**src/rtl/kbd_fifo.sv**
```systemverilog
// Buffered keyboard port for the Hack memory map: a DEPTH-entry key FIFO with a
// data register (read oldest / write pops) and a status/control register.
module kbd_fifo #(
    parameter int WIDTH = 16,
    parameter int DEPTH = 8
) (
    input  logic             clock,
    input  logic             reset,
    input  logic             key_valid,
    input  logic [WIDTH-1:0] key_code,
    output logic             key_ready,
    input  logic [WIDTH-1:0] in,
    input  logic             address,
    input  logic             load,
    output logic [WIDTH-1:0] out,
    output logic             irq
);

    localparam int AW = $clog2(DEPTH);
    localparam int CW = AW + 1;

    logic [WIDTH-1:0] mem [DEPTH];

    logic [AW-1:0] rp_reg, rp_next;
    logic [AW-1:0] wp_reg, wp_next;
    logic [CW-1:0] count_reg, count_next;
    logic          overflow_reg, overflow_next;

    logic empty, full, push, pop, flush, ovf_clear;
    logic [AW-1:0]    wr_index;
    logic [WIDTH-1:0] status;

    // Control bits between the flush and overflow-clear bits carry no meaning.
    logic unused_in_bits;
    assign unused_in_bits = ^in[WIDTH-2:1];

    assign empty     = (count_reg == '0);
    assign full      = (count_reg == CW'(DEPTH));
    assign key_ready = !full;
    assign irq       = !empty;

    assign push      = key_valid && key_ready;
    assign flush     = load && address && in[0];
    assign ovf_clear = load && address && in[WIDTH-1];
    assign pop       = load && !address && !empty;

    // A push concurrent with a flush lands at the freshly cleared slot 0.
    assign wr_index = flush ? '0 : wp_reg;

    always_comb begin
        rp_next       = rp_reg;
        wp_next       = wp_reg;
        count_next    = count_reg;
        overflow_next = overflow_reg;

        if (flush) begin
            rp_next    = '0;
            wp_next    = push ? AW'(1) : '0;
            count_next = push ? CW'(1) : '0;
        end else begin
            if (pop)
                rp_next = rp_reg + AW'(1);
            if (push)
                wp_next = wp_reg + AW'(1);
            if (push && !pop)
                count_next = count_reg + CW'(1);
            else if (pop && !push)
                count_next = count_reg - CW'(1);
        end

        if (key_valid && !key_ready)
            overflow_next = 1'b1;
        else if (ovf_clear)
            overflow_next = 1'b0;
    end

    always_ff @(posedge clock or posedge reset) begin
        if (reset) begin
            rp_reg       <= '0;
            wp_reg       <= '0;
            count_reg    <= '0;
            overflow_reg <= 1'b0;
        end else begin
            rp_reg       <= rp_next;
            wp_reg       <= wp_next;
            count_reg    <= count_next;
            overflow_reg <= overflow_next;
        end
    end

    // Storage needs no reset; stale entries are never visible past count.
    always_ff @(posedge clock) begin
        if (push)
            mem[wr_index] <= key_code;
    end

    always_comb begin
        status            = '0;
        status[WIDTH-1]   = overflow_reg;
        status[WIDTH-2]   = full;
        status[WIDTH-3]   = empty;
        status[AW:0]      = count_reg;
    end

    assign out = address ? status : (empty ? '0 : mem[rp_reg]);

endmodule

```
**config.mk**
```make
export PLATFORM = sky130hd
export DESIGN_NAME = kbd_fifo
export DESIGN_NICKNAME = d
export VERILOG_FILES = /design/src/rtl/kbd_fifo.sv
export SDC_FILE = /design/constraint.sdc
export NUM_CORES = 1
export LEC_CHECK = 0
export CAP_MARGIN = 15
export CORE_MARGIN = 1.5
export CORE_UTILIZATION = 50
export DETAILED_ROUTE_END_ITERATION = 12
export MAX_ROUTING_LAYER = met4
export PLACE_DENSITY = 0.79
export SLEW_MARGIN = 30
export SYNTH_ARGS = -nofsm -noshare
export SYNTH_HDL_FRONTEND = slang
export SYNTH_SLANG_ARGS = --single-unit
```
**constraint.sdc**
```tcl
create_clock -name clock -period 3.2 [get_ports clock]
set_clock_uncertainty 0.2 [all_clocks]
set_input_delay 0.64 -clock clock [delete_from_list [all_inputs] [get_ports clock]]
set_output_delay 0.64 -clock clock [all_outputs]
set_load 0.01 [all_outputs]
```
# == Yosys cells after proc, flatten, opt, wreduce, memory -nomap -nowiden ==
# Memory sizes are Yosys's and may differ from the RTL's.
# Index checks and enable logic that the tools add are counted.
# classes
div_mod_pow,0
magnitude_cmp,0
n_shift,0
n_mul,0
bitwise_logic,0
eq_ne,1
reduce_logical,19
add_sub_neg,4
muxes,16
# op_table
op,n
$mux W16,2
$mux W3,5
$mux W4,3
$logic_and A1 B1 Y1,9
$add A3 B1 Y3 const B,2
$mux W1,6
$reduce_bool A2 Y1,3
$logic_not A1 Y1,5
$add A4 B1 Y4 const B,1
$eq A4 B4 Y1 const B,1
$logic_not A4 Y1,1
$sub A4 B1 Y4 const B,1
$reduce_bool A3 Y1,1
# word_totals
word_cells,45
romBits,0
out_inout_bits,18
ff_bits,11
mem_count,1
latch_bits,0
input_bits,37
ram_bits,128
# memory_table
name,words,width,read_ports,rd_clocked_by_memory_dff,write_ports,line_no,rtl
mem,8,16,1,0,1,22,logic [WIDTH-1:0] mem [DEPTH];

# == Logic depth before layout (Yosys ltp) ==
# depth
depth_word,8
depth_mapped,9
depth_no_buf,9

# == Least setup slack after synthesis ==
# No wires, ideal clock.
# synth_timing
path_type,input -> register
startpoint,input address
endpoint,memory mem[2][0] (enable)
cell_stages,4
arrival_ns,2.797
setup_slack_ns,-0.227
path_buffers,2
setup_time_ns,0.430
required_time_ns,2.570
cell_sequence,buf_2 and3_1 clkbuf_1 nor4_1
# synth_via
elab_chain_cells,3
# synth_lines
element,line_no,rtl
"start, declared",13,"input logic address,"
$logic_and A1 B1 Y1 (2 in a row),43,assign flush = load && address && in[0];
$mux W3,48,assign wr_index = flush ? '0 : wp_reg;
"end, declared",22,
# No other way between the ends.

# == Worst setup path after layout ==
# layout_timing
startpoint,register rp_reg[0]
endpoint,output out[14]
# layout_via
elab_chain_cells,3
# layout_lines
element,line_no,rtl
"start, declared",24,"logic [AW-1:0] rp_reg, rp_next;"
"start signal, assigned",84,rp_reg <= rp_next;
$mem_v2 Z8 W16,n/a,
$mux W16 (2 in a row),105,assign out = address ? status : (empty ? '0 : mem[rp_reg]);
"end, declared",15,"output logic [WIDTH-1:0] out,"
# No other way between the ends.

==> flow_summary.toml <==
[status]
status = "complete, no violations"

[global_routing]
grt_start_max_net_pins = 22
number_of_global_route_vias_before_repair = 3343
grt_overflow = 0
grt_use_total_pct = 22.79
antenna_found_initial = 0
grt_pass1_wl_um = 18750

[logic_synthesis]
number_of_synthesized_register_bits = 139
post-synth-top-area-cell = "edfxtp_1"
netlist_instances = 324
synthAdderAreaFrac_pct = 1.216
proportion_of_synthesized_flip_flops_having_asynchronous_set_or_reset_pct = 7.914
dominantRegCellSynth = "edfxtp_1"
xor_xnor_cell_area_share_of_the_yosys_netlist_pct = 0.9121
combinational_family_with_the_most_area_after_synthesis = "multiplexers"
synthSimpleGateAreaFrac_pct = 7.883
yosys-mux-area-fraction_pct = 12.29
synthesized_area_fraction_occupied_by_ao_oa_aoi_and_oai_cells_pct = 4.278
post_syn_nets = 366
ys_warn_count = 0
synth_sequential_area_ratio_pct = 71.49
distinct_cells_synth = 46
syn_area_per_cell_um2 = 17.78
synth_enable_flop_cells = 128
dominant_cells_by_area_after_synthesis = "edfxtp_1, mux4_2, dfrtp_1"
syn_area_um2 = 5762
synth.top_cell.area_share_pct = 66.71

[setup_path]
worstPathArrival_ns = 2.26
setup.worst_path.class = "reg -> out"
cp_max_fo = 4
worst_ep_required_time_ns = 2.36
worstSetupEndpointType = "primary output"
cp-start-kind = "flop"

[timing]
setup_violation_total_in_the_final_timing_report = 0
slew_violations = 0
period_minus_slack_ns = 3.099
rsz0062_at_grt = "false"
max_freq_mhz = 322.7
period_share_pct = 96.84
tightest_slew_ns = 0.4461
slew_headroom_pct = 69.49
timing.final.hold_violations = 0

[clock_network]
clkTransAtPathRegs_ns = 0.06
cts.sink_count = 139
clk_root_buffer_cell = "clkbuf_16"
clock_tree.htree_level_count = 4
clock_path_buffers = 2
cts_tree = "built"
clock_latency_ns = 0.42
post_cts_hold_buffer_count = 0
tritoncts.num_buffers = 17

[power_and_ir_drop]
power.internal_w = 0.004433
power.total_w = 0.006409
power_frac_comb_pct = 32.8
irDropWorstVdd_mv = 0.4494
p_leak_nw = 2.555
power_density_nw_per_um2 = 890.5
p_seq_share_pct = 37.6
power.switching_w = 0.001976
swShare_pct = 30.83
clkPwrFrac_pct = 29.6

[drt]
detail_route.iter0.violations = 268
detail_route.vias_per_cell = 5.831
post_drt_wl_per_cell_um = 21.90
drtAntennaViolNets = 0
drt_pass1_iterations = 4
drc = 0
vias = 3277
route.final.wire_length_um = 12310

[floorplanning]
die-width_um = 110.3
std_cell_rows = 39
die_y_um = 110.3
fp.dieArea_um2 = 12180
io_pins = 55
core_area_um2 = 11320
initial_core_util_pct = 50.90

[placed_design]
dpl-instance-area_um2 = 6555
globalplace.congestion = 0.8973
dp_hpwl_um = 7210
post-place-cells = 526
buffer_ports.inserted = 40

[cells_and_area]
multi_input_comb_area_um2 = 1573
finish.cell_count_without_fillers = 562
seq_area_um2 = 4121
diodes = 0
post-route-cell-area_um2 = 7197
flip_flop_count_of_the_largest_register_all_copies_and_words_added = 128
num-nets-final = 448
post_route_cells_drive_above_1_share_pct = 28.16
fillers = 748
syn_to_final_growth_pct = 24.91

[run]
drv.max_cap_violation_count = 0

[hold_path]
type_of_the_worst_min_delay_path = "reg -> reg"
[placed cells by master (no fill, tap or decap), types with 8 or more instances in the layout]
cell               n
dfrtp_1            9
nand2_1           13
nor2b_1           15
dlygate4sd2_1      8
nor2_1            18
mux2i_1           10
mux4_2            24
edfxtp_1         128
buf_4             34
clkdlybuf4s50_1   24
clkbuf_16         17
[layout make-up]
type	count	area share, %
Clock inverter	14	2.017
Clock buffer	18	5.963
Multi-Input combinational cell	163	21.85
Timing Repair Buffer	78	10.01
Inverter	7	0.3999
Tap cell	143	2.486
Sequential cell	139	57.27
[power groups by stage]
stage / logic [W] / registers [W] / clock network (W)
2_1_floorplan: 0.00127 / 0.00241 / 0
3_3_place_gp: 0.00201 / 0.00242 / 0
3_5_place_dp: 0.00208 / 0.00243 / 0
4_1_cts: 0.00211 / 0.00241 / 0.00191
5_1_grt: 0.00227 / 0.00243 / 0.00199
6_report: 0.00210 / 0.00241 / 0.00190
[metrics by stage]
stage	util, %	setup slack, ns	setup TNS, ns	hold WS, ns
2_1_floorplan	-	-0.2267	-10.88	0.2483
3_3_place_gp	57.90	-0.1363	-0.5031	0.2718
3_5_place_dp	57.90	-0.1298	-0.4353	0.2991
4_1_cts	63.25	0.003445	0	0.3141
5_1_grt	63.57	0.04313	0	0.3395
6_report	63.57	0.1012	0	0.3112
[worst max-delay path, stage by stage (launching register included)]
cell and delay [ns]:
dfrtp_2 0.46, buf_4 0.17, mux4_2 0.33, nor2b_1 0.05
or4_1 0.51, o41ai_1 0.11, clkbuf_2 0.21
[metal layers]
metal	GRT usage, %	vias up	wire length (um)
met3	5.938	30	873
met2	36.42	131	6415
met1	27.71	1654	4698
met4	9.707	0	323
met5	-	-	0
li1	-	1462	-
[path summary, 6_finish.rpt]
path / from / endpoint / slack, ns / cells past startpoint
worst max-delay path: rp_reg[0]$_DFFE_PP0P_ / out[14] / 0.10 / 6
worst min register to register: overflow_reg$_DFFE_PP0P_ / overflow_reg$_DFFE_PP0P_ / 0.31 / 2
worst max register to register: count_reg[0]$_DFFE_PP0P_ / count_reg[3]$_DFFE_PP0P_ / 0.35 / 9
min in group asynchronous: reset / overflow_reg$_DFFE_PP0P_ / 0.34 / 2
worst min-delay path: overflow_reg$_DFFE_PP0P_ / overflow_reg$_DFFE_PP0P_ / 0.31 / 2
max in group asynchronous: reset / rp_reg[0]$_DFFE_PP0P_ / 2.11 / 2
[cell families (layout without fill, tap and decap cells)]
family / after synthesis / count (layout)
AOI/OAI and AO/OA: 33 / 33
muxes: 40 / 40
adders and majority gates: 5 / 5
buffers and inverters: 22 / 117
DFF: 139 / 139
and+or+nand+nor: 79 / 79
xor gates and xnor gates: 6 / 6
[timing repair]
action | in CTS | in global routing
setup buffers | 1 | 3
pin swaps | 0 | 0
gates cloned | 0 | 0
resized for setup | 18 | 10
setup endpoints to repair | 9 | 8
[Yosys cell counts (6+ instances only)]
cell / n
a211oi_1: 6
buf_2: 6
dfrtp_1: 11
edfxtp_1: 128
mux2_2: 6
mux2i_1: 10
mux4_2: 24
nand2_1: 13
nand2b_1: 6
nand3_1: 7
nor2_1: 18
nor2b_1: 15
Note: power is estimated with default switching activity, not from simulation.
